## src/rtl/kicp_sram_arbiter_pkg.sv

```systemverilog
// Shared definitions for the KICP SRAM arbiter slice.
//   - mem_op encodings used by every requester
//   - SRAM word-address width
//   - requester indices
//   - arbiter FSM state type
`ifndef KICP_SRAM_AWIDTH
`define KICP_SRAM_AWIDTH 8
`endif

package kicp_defs;

    localparam int KICP_SRAM_AWIDTH = `KICP_SRAM_AWIDTH;

    localparam logic [1:0] MEMOP_NONE  = 2'b00;
    localparam logic [1:0] MEMOP_READ  = 2'b01;
    localparam logic [1:0] MEMOP_WRITE = 2'b11;

    localparam logic [1:0] REQ_HOST  = 2'd0;
    localparam logic [1:0] REQ_MMUL  = 2'd1;
    localparam logic [1:0] REQ_MCONV = 2'd2;

    typedef enum logic [1:0] {
        ST_IDLE  = 2'd0,
        ST_ISSUE = 2'd1,
        ST_WAIT  = 2'd2,
        ST_DONE  = 2'd3
    } arb_state_t;

    // 2'b10 is not a legal op and is treated exactly like idle.
    function automatic logic op_valid(input logic [1:0] op);
        return (op == MEMOP_READ) || (op == MEMOP_WRITE);
    endfunction

endpackage

```

## src/rtl/kicp_sram_arbiter_rr_pick.sv

```systemverilog
// kicp_rr_pick: combinational rotating priority encoder.
// Ports:
//   i_valid       per-requester valid request
//   i_last_grant  index of the most recent grant (search starts after it)
//   o_grant       winning requester index
//   o_any_valid   at least one requester is valid
// With HOST_PRIO=1 requester 0 (the host) pre-empts the rotation.
module kicp_rr_pick #(
    parameter int NREQ      = 3,
    parameter bit HOST_PRIO = 1'b1
) (
    input  logic [NREQ-1:0] i_valid,
    input  logic [1:0]      i_last_grant,
    output logic [1:0]      o_grant,
    output logic            o_any_valid
);

    logic w_found;
    int   w_idx;

    always_comb begin
        o_grant     = 2'd0;
        o_any_valid = |i_valid;
        w_found     = 1'b0;
        w_idx       = 0;

        // Host index is 0; it wins outright when host priority is enabled.
        if (HOST_PRIO && i_valid[0]) begin
            o_grant = 2'd0;
            w_found = 1'b1;
        end

        // Search last_grant+1, last_grant+2, ... wrapping modulo NREQ.
        // With host priority the host is already known idle here, so the
        // same rotation covers requesters 1..NREQ-1 only.
        for (int off = 1; off <= NREQ; off++) begin
            w_idx = (int'(i_last_grant) + off) % NREQ;
            for (int j = 0; j < NREQ; j++) begin
                if (!w_found && (j == w_idx) && i_valid[j]) begin
                    o_grant = 2'(j);
                    w_found = 1'b1;
                end
            end
        end
    end

endmodule

```

## src/rtl/kicp_sram_arbiter.sv

```systemverilog
// kicp_sram_arbiter: fixed-latency arbiter for the single-port RAM256 macro.
// Ports:
//   clk, reset          system clock, synchronous active-high reset
//   req_op_i            per-requester mem_op (2 bits each)
//   req_addr_i          per-requester word address
//   req_wdata_i         per-requester write data
//   req_done_o          one-cycle completion pulse to the granted requester
//   rdata_o             read data, updated when a read completes
//   sram_*              RAM256 EN0 / WE0 / A0 / Di0 / Do0
//   busy_o              an operation is in flight
//   grant_o             current / last granted requester
//
// state    | meaning
// ---------+----------------------------------------------------------
// ST_IDLE  | sample requests, pick a winner, load SRAM command regs
// ST_ISSUE | macro samples EN/WE/A/Di at the end of this cycle
// ST_WAIT  | macro output valid; capture read data, arm done pulse
// ST_DONE  | done pulse visible; requester drops its op at this edge
module kicp_sram_arbiter
    import kicp_defs::*;
#(
    parameter int NREQ      = 3,
    parameter int AWIDTH    = KICP_SRAM_AWIDTH,
    parameter int DWIDTH    = 32,
    parameter bit HOST_PRIO = 1'b1
) (
    input  logic                     clk,
    input  logic                     reset,
    input  logic [2*NREQ-1:0]        req_op_i,
    input  logic [AWIDTH*NREQ-1:0]   req_addr_i,
    input  logic [DWIDTH*NREQ-1:0]   req_wdata_i,
    output logic [NREQ-1:0]          req_done_o,
    output logic [DWIDTH-1:0]        rdata_o,
    output logic                     sram_en_o,
    output logic [3:0]               sram_we_o,
    output logic [AWIDTH-1:0]        sram_addr_o,
    output logic [DWIDTH-1:0]        sram_wdata_o,
    input  logic [DWIDTH-1:0]        sram_rdata_i,
    output logic                     busy_o,
    output logic [1:0]               grant_o
);

    arb_state_t          r_state;
    arb_state_t          w_state_nxt;
    logic [1:0]          r_last_grant;
    logic [1:0]          r_grant;
    logic                r_is_read;
    logic                r_sram_en;
    logic [3:0]          r_sram_we;
    logic [AWIDTH-1:0]   r_sram_addr;
    logic [DWIDTH-1:0]   r_sram_wdata;
    logic [DWIDTH-1:0]   r_rdata;
    logic [NREQ-1:0]     r_done;

    logic [NREQ-1:0]     w_valid;
    logic [1:0]          w_pick;
    logic                w_any_valid;
    logic [1:0]          w_sel_op;
    logic [AWIDTH-1:0]   w_sel_addr;
    logic [DWIDTH-1:0]   w_sel_wdata;
    logic                w_sel_write;
    logic [NREQ-1:0]     w_grant_onehot;
    logic                w_load;
    logic                w_capture;
    logic                w_pulse;

    always_comb begin
        for (int j = 0; j < NREQ; j++) begin
            w_valid[j] = op_valid(req_op_i[2*j +: 2]);
        end
    end

    kicp_rr_pick #(
        .NREQ      (NREQ),
        .HOST_PRIO (HOST_PRIO)
    ) u_pick (
        .i_valid      (w_valid),
        .i_last_grant (r_last_grant),
        .o_grant      (w_pick),
        .o_any_valid  (w_any_valid)
    );

    always_comb begin
        w_sel_op    = MEMOP_NONE;
        w_sel_addr  = '0;
        w_sel_wdata = '0;
        for (int j = 0; j < NREQ; j++) begin
            if (int'(w_pick) == j) begin
                w_sel_op    = req_op_i[2*j +: 2];
                w_sel_addr  = req_addr_i[AWIDTH*j +: AWIDTH];
                w_sel_wdata = req_wdata_i[DWIDTH*j +: DWIDTH];
            end
        end
        w_sel_write = (w_sel_op == MEMOP_WRITE);
    end

    always_comb begin
        for (int j = 0; j < NREQ; j++) begin
            w_grant_onehot[j] = (int'(r_grant) == j);
        end
    end

    always_comb begin
        w_state_nxt = r_state;
        w_load      = 1'b0;
        w_capture   = 1'b0;
        w_pulse     = 1'b0;
        case (r_state)
            ST_IDLE: begin
                if (w_any_valid) begin
                    w_load      = 1'b1;
                    w_state_nxt = ST_ISSUE;
                end
            end
            ST_ISSUE: w_state_nxt = ST_WAIT;
            ST_WAIT: begin
                w_pulse     = 1'b1;
                w_capture   = r_is_read;
                w_state_nxt = ST_DONE;
            end
            ST_DONE:  w_state_nxt = ST_IDLE;
            default:  w_state_nxt = ST_IDLE;
        endcase
    end

    always_ff @(posedge clk) begin
        if (reset) begin
            r_state <= ST_IDLE;
        end else begin
            r_state <= w_state_nxt;
        end
    end

    always_ff @(posedge clk) begin
        if (reset) begin
            r_last_grant <= 2'(NREQ - 1);
            r_grant      <= 2'd0;
            r_is_read    <= 1'b0;
            r_sram_en    <= 1'b0;
            r_sram_we    <= 4'h0;
            r_sram_addr  <= '0;
            r_sram_wdata <= '0;
            r_rdata      <= '0;
            r_done       <= '0;
        end else begin
            // EN/WE are high only in the ISSUE cycle that follows a load.
            r_sram_en <= w_load;
            r_sram_we <= (w_load && w_sel_write) ? 4'hF : 4'h0;
            if (w_load) begin
                r_sram_addr  <= w_sel_addr;
                r_grant      <= w_pick;
                r_last_grant <= w_pick;
                r_is_read    <= !w_sel_write;
                if (w_sel_write) begin
                    r_sram_wdata <= w_sel_wdata;
                end
            end
            if (w_capture) begin
                r_rdata <= sram_rdata_i;
            end
            r_done <= w_pulse ? w_grant_onehot : '0;
        end
    end

    // Reset kills the macro strobes in the reset cycle itself, not one later.
    assign sram_en_o    = r_sram_en & ~reset;
    assign sram_we_o    = r_sram_we & {4{~reset}};
    assign sram_addr_o  = r_sram_addr;
    assign sram_wdata_o = r_sram_wdata;
    assign rdata_o      = r_rdata;
    assign req_done_o   = r_done;
    assign busy_o       = (r_state != ST_IDLE);
    assign grant_o      = r_grant;

endmodule

```

## config.mk

```make
export PLATFORM = sky130hd
export DESIGN_NAME = kicp_sram_arbiter
export DESIGN_NICKNAME = d
export VERILOG_FILES = /design/src/rtl/kicp_sram_arbiter_pkg.sv /design/src/rtl/kicp_sram_arbiter_rr_pick.sv /design/src/rtl/kicp_sram_arbiter.sv
export SDC_FILE = /design/constraint.sdc
export NUM_CORES = 1
export LEC_CHECK = 0
export ABC_AREA = 1
export BUFFER_PORTS_ARGS = -buffer_cell sky130_fd_sc_hd__buf_2
export CORE_ASPECT_RATIO = 1.1
export CORE_MARGIN = 2
export CORE_UTILIZATION = 44
export CTS_CLUSTER_SIZE = 24
export DETAILED_ROUTE_END_ITERATION = 10
export MAX_ROUTING_LAYER = met4
export PLACE_DENSITY = 0.81
export SYNTH_ARGS = -nofsm -noshare
export SYNTH_HDL_FRONTEND = slang
export SYNTH_SLANG_ARGS = --single-unit
```

## constraint.sdc

```tcl
create_clock -name clk -period 2.3 [get_ports clk]
set_input_delay 0.46 -clock clk [delete_from_list [all_inputs] [get_ports clk]]
set_output_delay 0.46 -clock clk [all_outputs]
set_load 0.03 [all_outputs]
```

==> impl_metrics.prom, run 1 <==
# TYPE chip_impl_metric gauge
chip_impl_metric{name="worst_ep_required_time",unit="ps"} 2550
chip_impl_info{name="cp_slowest_cell",value="dfxtp_1"} 1
chip_impl_info{name="outcome",value="complete, no violations"} 1
chip_impl_metric{name="clock_insertion_delay_worst_skew",unit="ps"} 360
chip_impl_metric{name="die_height",unit="µm"} 105
chip_impl_metric{name="hold_violations_final",unit=""} 0
chip_impl_metric{name="synthesized_area_per_cell",unit="µm²"} 6.36
chip_impl_metric{name="report.final.setup_viol",unit=""} 0
chip_impl_metric{name="drc",unit=""} 0
chip_impl_metric{name="ys_async_sr_fraction",unit="%"} 0
chip_impl_metric{name="synth_compound_area_share",unit="%"} 8.13
chip_impl_metric{name="share_clk_of_total_power",unit="%"} 17.0
chip_impl_metric{name="synth.mux.area_fraction",unit="%"} 0
chip_impl_metric{name="chipWidth",unit="µm"} 95.6
chip_impl_metric{name="worst_ep_arrival_time",unit="ps"} 2420
chip_impl_metric{name="crit_path_max_fanout",unit=""} 17
chip_impl_metric{name="worst_relative_slew_slack",unit="%"} 64.5
chip_impl_metric{name="routed-via-count",unit=""} 4659
chip_impl_metric{name="synth_enable_flop_cells",unit=""} 0
chip_impl_metric{name="cts.reportedPaths.clkPinSlew",unit="ps"} 90
chip_impl_metric{name="grt_remaining_overflow",unit=""} 0
chip_impl_metric{name="synth.cell_area",unit="mm²"} 0.00406
chip_impl_info{name="critical_path.endpoint_type",value="register"} 1
chip_impl_metric{name="drtIter0Drc",unit=""} 116
chip_impl_metric{name="nets",unit=""} 1043
chip_impl_metric{name="grt_max_degree",unit=""} 39
chip_impl_metric{name="routed_wirelength",unit="µm"} 12300
chip_impl_info{name="yosysMostFrequentCell",value="nand2_1"} 1
chip_impl_info{name="synth.top_cells.by_area",value="dfxtp_1, nand2_1, nor2_1"} 1
chip_impl_metric{name="final_min_period_over_clock_period",unit="%"} 94.4
chip_impl_info{name="synth_top_flop_cell",value="dfxtp_1"} 1
chip_impl_metric{name="actual_transition_at_the_worst_max_transition_pin",unit="ps"} 531
chip_impl_info{name="netlist.top_cell.by_area",value="dfxtp_1"} 1
chip_impl_metric{name="ctsLongestPathBuffers",unit=""} 2
chip_impl_metric{name="drive_above_1_share",unit="%"} 33.8
chip_impl_metric{name="cts.htree.levels",unit=""} 3
chip_impl_metric{name="antenna_found_initial",unit=""} 0
chip_impl_metric{name="period_minus_slack",unit="ps"} 2170
chip_impl_metric{name="n_fill_cell",unit=""} 852
chip_impl_metric{name="number_of_i_o_pins",unit=""} 243
chip_impl_metric{name="timing_max_transition_violations_final",unit=""} 0
chip_impl_metric{name="routed_wire_length_per_instance",unit="µm"} 12.3
chip_impl_metric{name="internal_power",unit="mW"} 3.40
chip_impl_metric{name="post_synth_xor_area_fraction",unit="%"} 0
chip_impl_metric{name="drt-pass1-iter-count",unit=""} 4
chip_impl_metric{name="area_share_of_fa_ha_maj_cells_after_synthesis",unit="%"} 1.54
chip_impl_metric{name="cts_num_sinks",unit=""} 83
chip_impl_metric{name="static-leakage-power",unit="nW"} 3.24
chip_impl_metric{name="area.growth.synth_to_final",unit="%"} 40.3
chip_impl_metric{name="ys_ff_latch",unit=""} 83
chip_impl_metric{name="buffer_ports.inserted",unit=""} 242
chip_impl_metric{name="syn_inst",unit=""} 639
chip_impl_metric{name="yosysTopAreaCellShare",unit="%"} 40.9
chip_impl_metric{name="globalplace.congestion",unit=""} 0.817
chip_impl_metric{name="row_count",unit=""} 36
chip_impl_info{name="hold_class",value="input port to register"} 1
chip_impl_metric{name="start_util",unit="%"} 45.6
chip_impl_metric{name="number_of_global_route_vias_before_repair",unit=""} 4003
chip_impl_metric{name="antenna_left",unit=""} 0
chip_impl_metric{name="fmax",unit="MHz"} 461
chip_impl_info{name="cts_root_buf",value="clkbuf_8"} 1
chip_impl_metric{name="num_antenna_cells",unit=""} 0
chip_impl_info{name="timing.critical_path.cells",value="buf_4, ha_1, nand2_1, inv_1, o21ai_0, nand2_1, nand2_4, nor2_1, a21oi_4, nand2_4, clkbuf_16, nor2_1, nor2_1"} 1
chip_impl_metric{name="peakVddDrop",unit="mV"} 0.548
chip_impl_metric{name="design_power_total",unit="mW"} 6.24
chip_impl_metric{name="layout.core_utilization",unit="%"} 63.9
chip_impl_metric{name="overall_global_routing_resource_usage",unit="%"} 22.9
chip_impl_metric{name="synth.net_count",unit=""} 804
chip_impl_metric{name="route.detailed.vias_per_inst",unit=""} 4.68
chip_impl_metric{name="portion_of_total_power_attributed_to_sequential_cells",unit="%"} 31.4
chip_impl_info{name="tritoncts",value="built"} 1
chip_impl_metric{name="post_layout_inst_area",unit="mm²"} 0.00570
chip_impl_metric{name="dpl_cell_area",unit="mm²"} 0.00535
chip_impl_metric{name="switching_share_of_power",unit="%"} 45.6
chip_impl_metric{name="tritoncts.num_buffers",unit=""} 9
chip_impl_metric{name="synth_simple_gate_area_share",unit="%"} 39.1
chip_impl_info{name="main_combinational_cell_family_by_area_after_synthesis",value="simple AND/OR/NAND/NOR gates"} 1
chip_impl_metric{name="p_switching",unit="mW"} 2.84
chip_impl_metric{name="grt_pass1_wl",unit="µm"} 17700
chip_impl_metric{name="yosysWarningCount",unit=""} 0
chip_impl_metric{name="multiInputGateArea",unit="mm²"} 0.00204
chip_impl_metric{name="hpwl",unit="µm"} 8770
chip_impl_metric{name="fin_worst_skew",unit="ps"} 12.3
chip_impl_info{name="ys_top_cells_by_count",value="nand2_1, nor2_1, dfxtp_1, inv_1, nand3_1"} 1
chip_impl_metric{name="drv.max_cap_violation_count",unit=""} 0
chip_impl_metric{name="power.density",unit="mW/mm²"} 1090
chip_impl_metric{name="design.die.area",unit="mm²"} 0.0100
chip_impl_metric{name="synth_cell_type_count",unit=""} 23
chip_impl_metric{name="design.core.area",unit="mm²"} 0.00892
chip_impl_metric{name="synth.yosys.seq_area_share",unit="%"} 40.9
chip_impl_info{name="start_kind",value="register"} 1
chip_impl_info{name="setup.worst_path.class",value="register to register"} 1
chip_impl_metric{name="combPwrFrac",unit="%"} 51.6
chip_impl_info{name="cpMostUsedCell",value="nor2_1"} 1
chip_impl_metric{name="area.sequential",unit="mm²"} 0.00166
chip_impl_metric{name="crit_path_max_incr_delay",unit="ps"} 310
worst paths after layout:
check	to	cells past startpoint	slack (ps)	startpoint
worst min-delay path	rdata_o[20]$_SDFFE_PP0P_	3	340	sram_rdata_i[20]
worst max-delay path	sram_wdata_o[28]$_SDFFE_PP0P_	13	130	r_last_grant[0]$_SDFFE_PP0P_
worst min register to register	sram_addr_o[2]$_SDFFE_PP0P_	2	460	sram_addr_o[2]$_SDFFE_PP0P_
worst max register to register	sram_wdata_o[28]$_SDFFE_PP0P_	13	130	r_last_grant[0]$_SDFFE_PP0P_
sequential cells by signal (all words and copies together), names as in the netlist, 2 cells and up:
register      cells
sram_addr_o       8
r_last_grant      2
sram_wdata_o     32
req_done_o        3
rdata_o          32
r_state           2
power by group through the flow:
stage / Combinational [mW] / Sequential (mW) / Clock [mW]
after floorplan: 1.57 / 2.58 / 0
after global placement: 2.96 / 1.98 / 0
after detailed placement: 3.00 / 1.98 / 0
after CTS: 3.00 / 1.96 / 1.09
after global routing: 3.57 / 2.00 / 1.15
final: 3.22 / 1.96 / 1.06
metrics by stage:
stage / hold slack [ps] / setup WS (ps) / setup TNS (ps) / instances
4_1_cts: 327 / 21.4 / 0 / 986
6_report: 345 / 129 / 0 / 996
5_1_grt: 350 / -83.4 / -1190 / 996
2_1_floorplan: 448 / 283 / 0 / 639
3_5_place_dp: 454 / 5.25 / 0 / 971
3_3_place_gp: 454 / 96.4 / 0 / 971
final cells by class:
cell class | instances | share of cell area, %
Multi-Input combinational cell | 461 | 35.7
Sequential cell | 83 | 29.2
Timing Repair Buffer | 264 | 25.2
Inverter | 59 | 3.88
Tap cell | 114 | 2.50
Clock buffer | 9 | 2.17
Clock inverter | 6 | 1.32
layer usage:
layer	vias up	share of wire (%)	routed length, µm	track usage [%]
met1	2034	40	4910	24.3
li1	2440	-	-	-
met4	0	1.7	214	8.67
met5	-	0	0	-
met3	15	7.7	948	4.54
met2	170	51	6200	41.0
placed cells by master, fill, tap and decap left out, types with 2 or more instances in the layout:
master    count
buf_2       242
nand2_1     196
nor2_1      139
dfxtp_1      82
inv_1        56
nand3_1      44
o21ai_0      38
buf_4        17
a21oi_1      13
clkbuf_8      9
o211ai_1      7
nor2_4        4
ha_1          4
inv_2         3
buf_12        3
nand2_2       2
nor2_2        2
nand3_2       2
nand2_4       2
nor3_1        2
clkinv_4      2
worst max-delay path: cells and delay by family, from the launching register on:
| family | cells | cell delay (ps) |
|---|---|---|
| compound gates | 2 | 420 |
| buf+inv | 3 | 380 |
| simple gates | 7 | 760 |
| fa+ha+maj | 1 | 190 |
| flops | 1 | 310 |
cells by family after synthesis:
group | after synthesis
simple gates | 394
buf+inv | 97
flops | 83
compound gates | 60
fa+ha+maj | 5
timing repair:
action / 4_1_cts / 5_1_grt
hold buffers: 0 / 0
buffers inserted: 0 / 7
gates resized for setup: 0 / 10
setup endpoints to repair: 0 / 39
(Power assumes the default switching activity.)
==> run 2, diff against run 1 <==
Settings changed: BUFFER_PORTS_ARGS -buffer_cell sky130_fd_sc_hd__buf_2 to -buffer_cell sky130_fd_sc_hd__buf_4.
==> impl_metrics.prom, run 2 (synthesized netlist as in run 1, its figures left out) <==
# TYPE chip_impl_metric gauge
chip_impl_metric{name="overall_global_routing_resource_usage",unit="%"} 25.2
chip_impl_metric{name="worst_relative_slew_slack",unit="%"} 74.0
chip_impl_metric{name="routed_wire_length_per_instance",unit="µm"} 13.3
chip_impl_metric{name="worst_ep_arrival_time",unit="ps"} 2400
chip_impl_metric{name="n_fill_cell",unit=""} 740
chip_impl_metric{name="row_count",unit=""} 36
chip_impl_metric{name="nets",unit=""} 1041
chip_impl_metric{name="num_antenna_cells",unit=""} 0
chip_impl_info{name="hold_class",value="input port to register"} 1
chip_impl_metric{name="chipWidth",unit="µm"} 95.6
chip_impl_info{name="critical_path.endpoint_type",value="register"} 1
chip_impl_info{name="most_common_cell_after_layout_fill_and_taps_aside",value="buf_4"} 1
chip_impl_metric{name="ctsLongestPathBuffers",unit=""} 2
chip_impl_metric{name="drt-pass1-iter-count",unit=""} 4
chip_impl_metric{name="buffer_ports.inserted",unit=""} 242
chip_impl_metric{name="dpl_cell_area",unit="mm²"} 0.00598
chip_impl_metric{name="timing.final.ws_setup",unit="ps"} 146
chip_impl_metric{name="area.sequential",unit="mm²"} 0.00166
chip_impl_metric{name="grt_remaining_overflow",unit=""} 0
chip_impl_metric{name="drc",unit=""} 0
chip_impl_metric{name="pre_cts_slack",unit="ps"} -12.7
chip_impl_metric{name="final_min_period_over_clock_period",unit="%"} 93.6
chip_impl_metric{name="tritoncts.num_buffers",unit=""} 9
chip_impl_metric{name="die_height",unit="µm"} 105
chip_impl_metric{name="drv.max_cap_violation_count",unit=""} 0
chip_impl_metric{name="cts_num_sinks",unit=""} 83
chip_impl_info{name="tritoncts",value="built"} 1
chip_impl_metric{name="start_util",unit="%"} 45.6
chip_impl_metric{name="power.density",unit="mW/mm²"} 1040
chip_impl_metric{name="design.die.area",unit="mm²"} 0.0100
chip_impl_metric{name="route.detailed.vias_per_inst",unit=""} 4.83
chip_impl_metric{name="post_layout_inst_area",unit="mm²"} 0.00633
chip_impl_metric{name="routed-via-count",unit=""} 4810
chip_impl_metric{name="drive_above_1_share",unit="%"} 33.8
chip_impl_info{name="start_kind",value="register"} 1
chip_impl_metric{name="hpwl",unit="µm"} 10000
chip_impl_metric{name="fin_worst_skew",unit="ps"} 12.0
chip_impl_metric{name="worst_ep_required_time",unit="ps"} 2540
chip_impl_metric{name="number_of_i_o_pins",unit=""} 243
chip_impl_metric{name="fin_worst_hold_slack",unit="ps"} 353
chip_impl_metric{name="number_of_global_route_vias_before_repair",unit=""} 4457
chip_impl_metric{name="fmax",unit="MHz"} 464
chip_impl_info{name="cp_slowest_cell",value="dfxtp_2"} 1
chip_impl_info{name="outcome",value="complete, no violations"} 1
chip_impl_info{name="setup.worst_path.class",value="register to register"} 1
chip_impl_metric{name="cts.reportedPaths.clkPinSlew",unit="ps"} 90
chip_impl_metric{name="grt_max_degree",unit=""} 55
chip_impl_info{name="layout_common_cells",value="buf_4, nand2_1, nor2_1"} 1
chip_impl_info{name="timing.critical_path.cells",value="inv_1, ha_1, nand2_1, nand2_1, nor2_4, nand3_2, nand2_4, nor2_1, a21oi_4, nand2_8, clkbuf_16, nor2_1, nor2_1"} 1
chip_impl_metric{name="peakVddDrop",unit="mV"} 0.536
chip_impl_metric{name="crit_path_max_fanout",unit=""} 14
chip_impl_metric{name="cts.hold.buffers_added",unit=""} 0
chip_impl_metric{name="antenna_left",unit=""} 0
chip_impl_metric{name="clock_insertion_delay_worst_skew",unit="ps"} 350
chip_impl_metric{name="tns",unit="ps"} 0
chip_impl_metric{name="multiInputGateArea",unit="mm²"} 0.00204
chip_impl_info{name="critPathTopFamily",value="simple AND/OR/NAND/NOR gates"} 1
chip_impl_metric{name="report.final.setup_viol",unit=""} 0
chip_impl_metric{name="crit_path_max_incr_delay",unit="ps"} 360
chip_impl_metric{name="timing_max_transition_violations_final",unit=""} 0
chip_impl_metric{name="actual_transition_at_the_worst_max_transition_pin",unit="ps"} 389
chip_impl_metric{name="design_power_total",unit="mW"} 6.61
chip_impl_metric{name="antenna_found_initial",unit=""} 0
chip_impl_metric{name="static-leakage-power",unit="nW"} 3.39
chip_impl_metric{name="cts.htree.levels",unit=""} 3
chip_impl_metric{name="path_buf_inv",unit=""} 2
chip_impl_metric{name="globalplace.congestion",unit=""} 0.841
chip_impl_info{name="cpMostUsedCell",value="nor2_1"} 1
chip_impl_metric{name="area.growth.synth_to_final",unit="%"} 55.9
chip_impl_metric{name="design.core.area",unit="mm²"} 0.00892
chip_impl_metric{name="period_minus_slack",unit="ps"} 2150
chip_impl_metric{name="hold_violations_final",unit=""} 0
chip_impl_info{name="cts_root_buf",value="clkbuf_8"} 1
chip_impl_metric{name="drtIter0Drc",unit=""} 131
chip_impl_metric{name="routed_wirelength",unit="µm"} 13200
chip_impl_metric{name="grt_pass1_wl",unit="µm"} 19400
-- run 2: cell types whose count changed in the layout (fill, tap and decap cells not counted), sizes merged --
| cell | previous run | this run |
|---|---|---|
| buf | 263 | 261 |
| clkbuf | 10 | 12 |
| clkinvlp | 1 | 2 |
| inv | 61 | 60 |
| nor2 | 145 | 144 |
-- run 2: where the power goes --
part           leakage (nW)  internal (mW)  switching [mW]
Clock                 0.101          0.542           0.541
Combinational          2.61           1.37            2.16
Sequential            0.678           1.79           0.201
Total                  3.39           3.70            2.90
-- run 2: timing repair --
action	CTS	global route
pin swaps	0	5
gates resized for setup	1	11
setup buffers	0	4
cloned	0	3
setup endpoints to repair	27	32
-- run 2: metal layers --
| metal | routed length [µm] | GRT usage (%) | part of all wire, % |
|---|---|---|---|
| met5 | 0 | - | 0 |
| met4 | 410 | 12.8 | 3.1 |
| met3 | 1090 | 5.41 | 8.3 |
| met2 | 6810 | 44.6 | 52 |
| met1 | 4870 | 25.4 | 37 |
-- run 2: path summary, 6_finish.rpt --
path	from	to	slack, ps	depth (start not counted)
worst max-delay path	r_last_grant[1]$_SDFFE_PP1P_	sram_wdata_o[28]$_SDFFE_PP0P_	150	13
worst min-delay path	sram_rdata_i[22]	rdata_o[22]$_SDFFE_PP0P_	350	3
worst min register to register	r_last_grant[0]$_SDFFE_PP0P_	req_done_o[0]$_SDFF_PP0_	470	1
worst max register to register	r_last_grant[1]$_SDFFE_PP1P_	sram_wdata_o[28]$_SDFFE_PP0P_	150	13
-- run 2: final cells by class --
cell class	instances	area share (%)
Timing Repair Buffer	263	32.5
Multi-Input combinational cell	460	32.2
Sequential cell	83	26.3
Inverter	59	3.50
Tap cell	114	2.25
Clock buffer	10	2.17
Clock inverter	6	1.17
-- run 2: through the flow --
step           cells  util (%)
2_1_floorplan    639         -
3_3_place_gp     972      67.0
3_5_place_dp     972      67.0
4_1_cts          988      69.4
5_1_grt          995      71.0
6_report         995      71.0
-- run 2: worst min-delay path: stages --
cell and delay (ps):
buf_4 70, o21ai_0 70, nor2_1 70
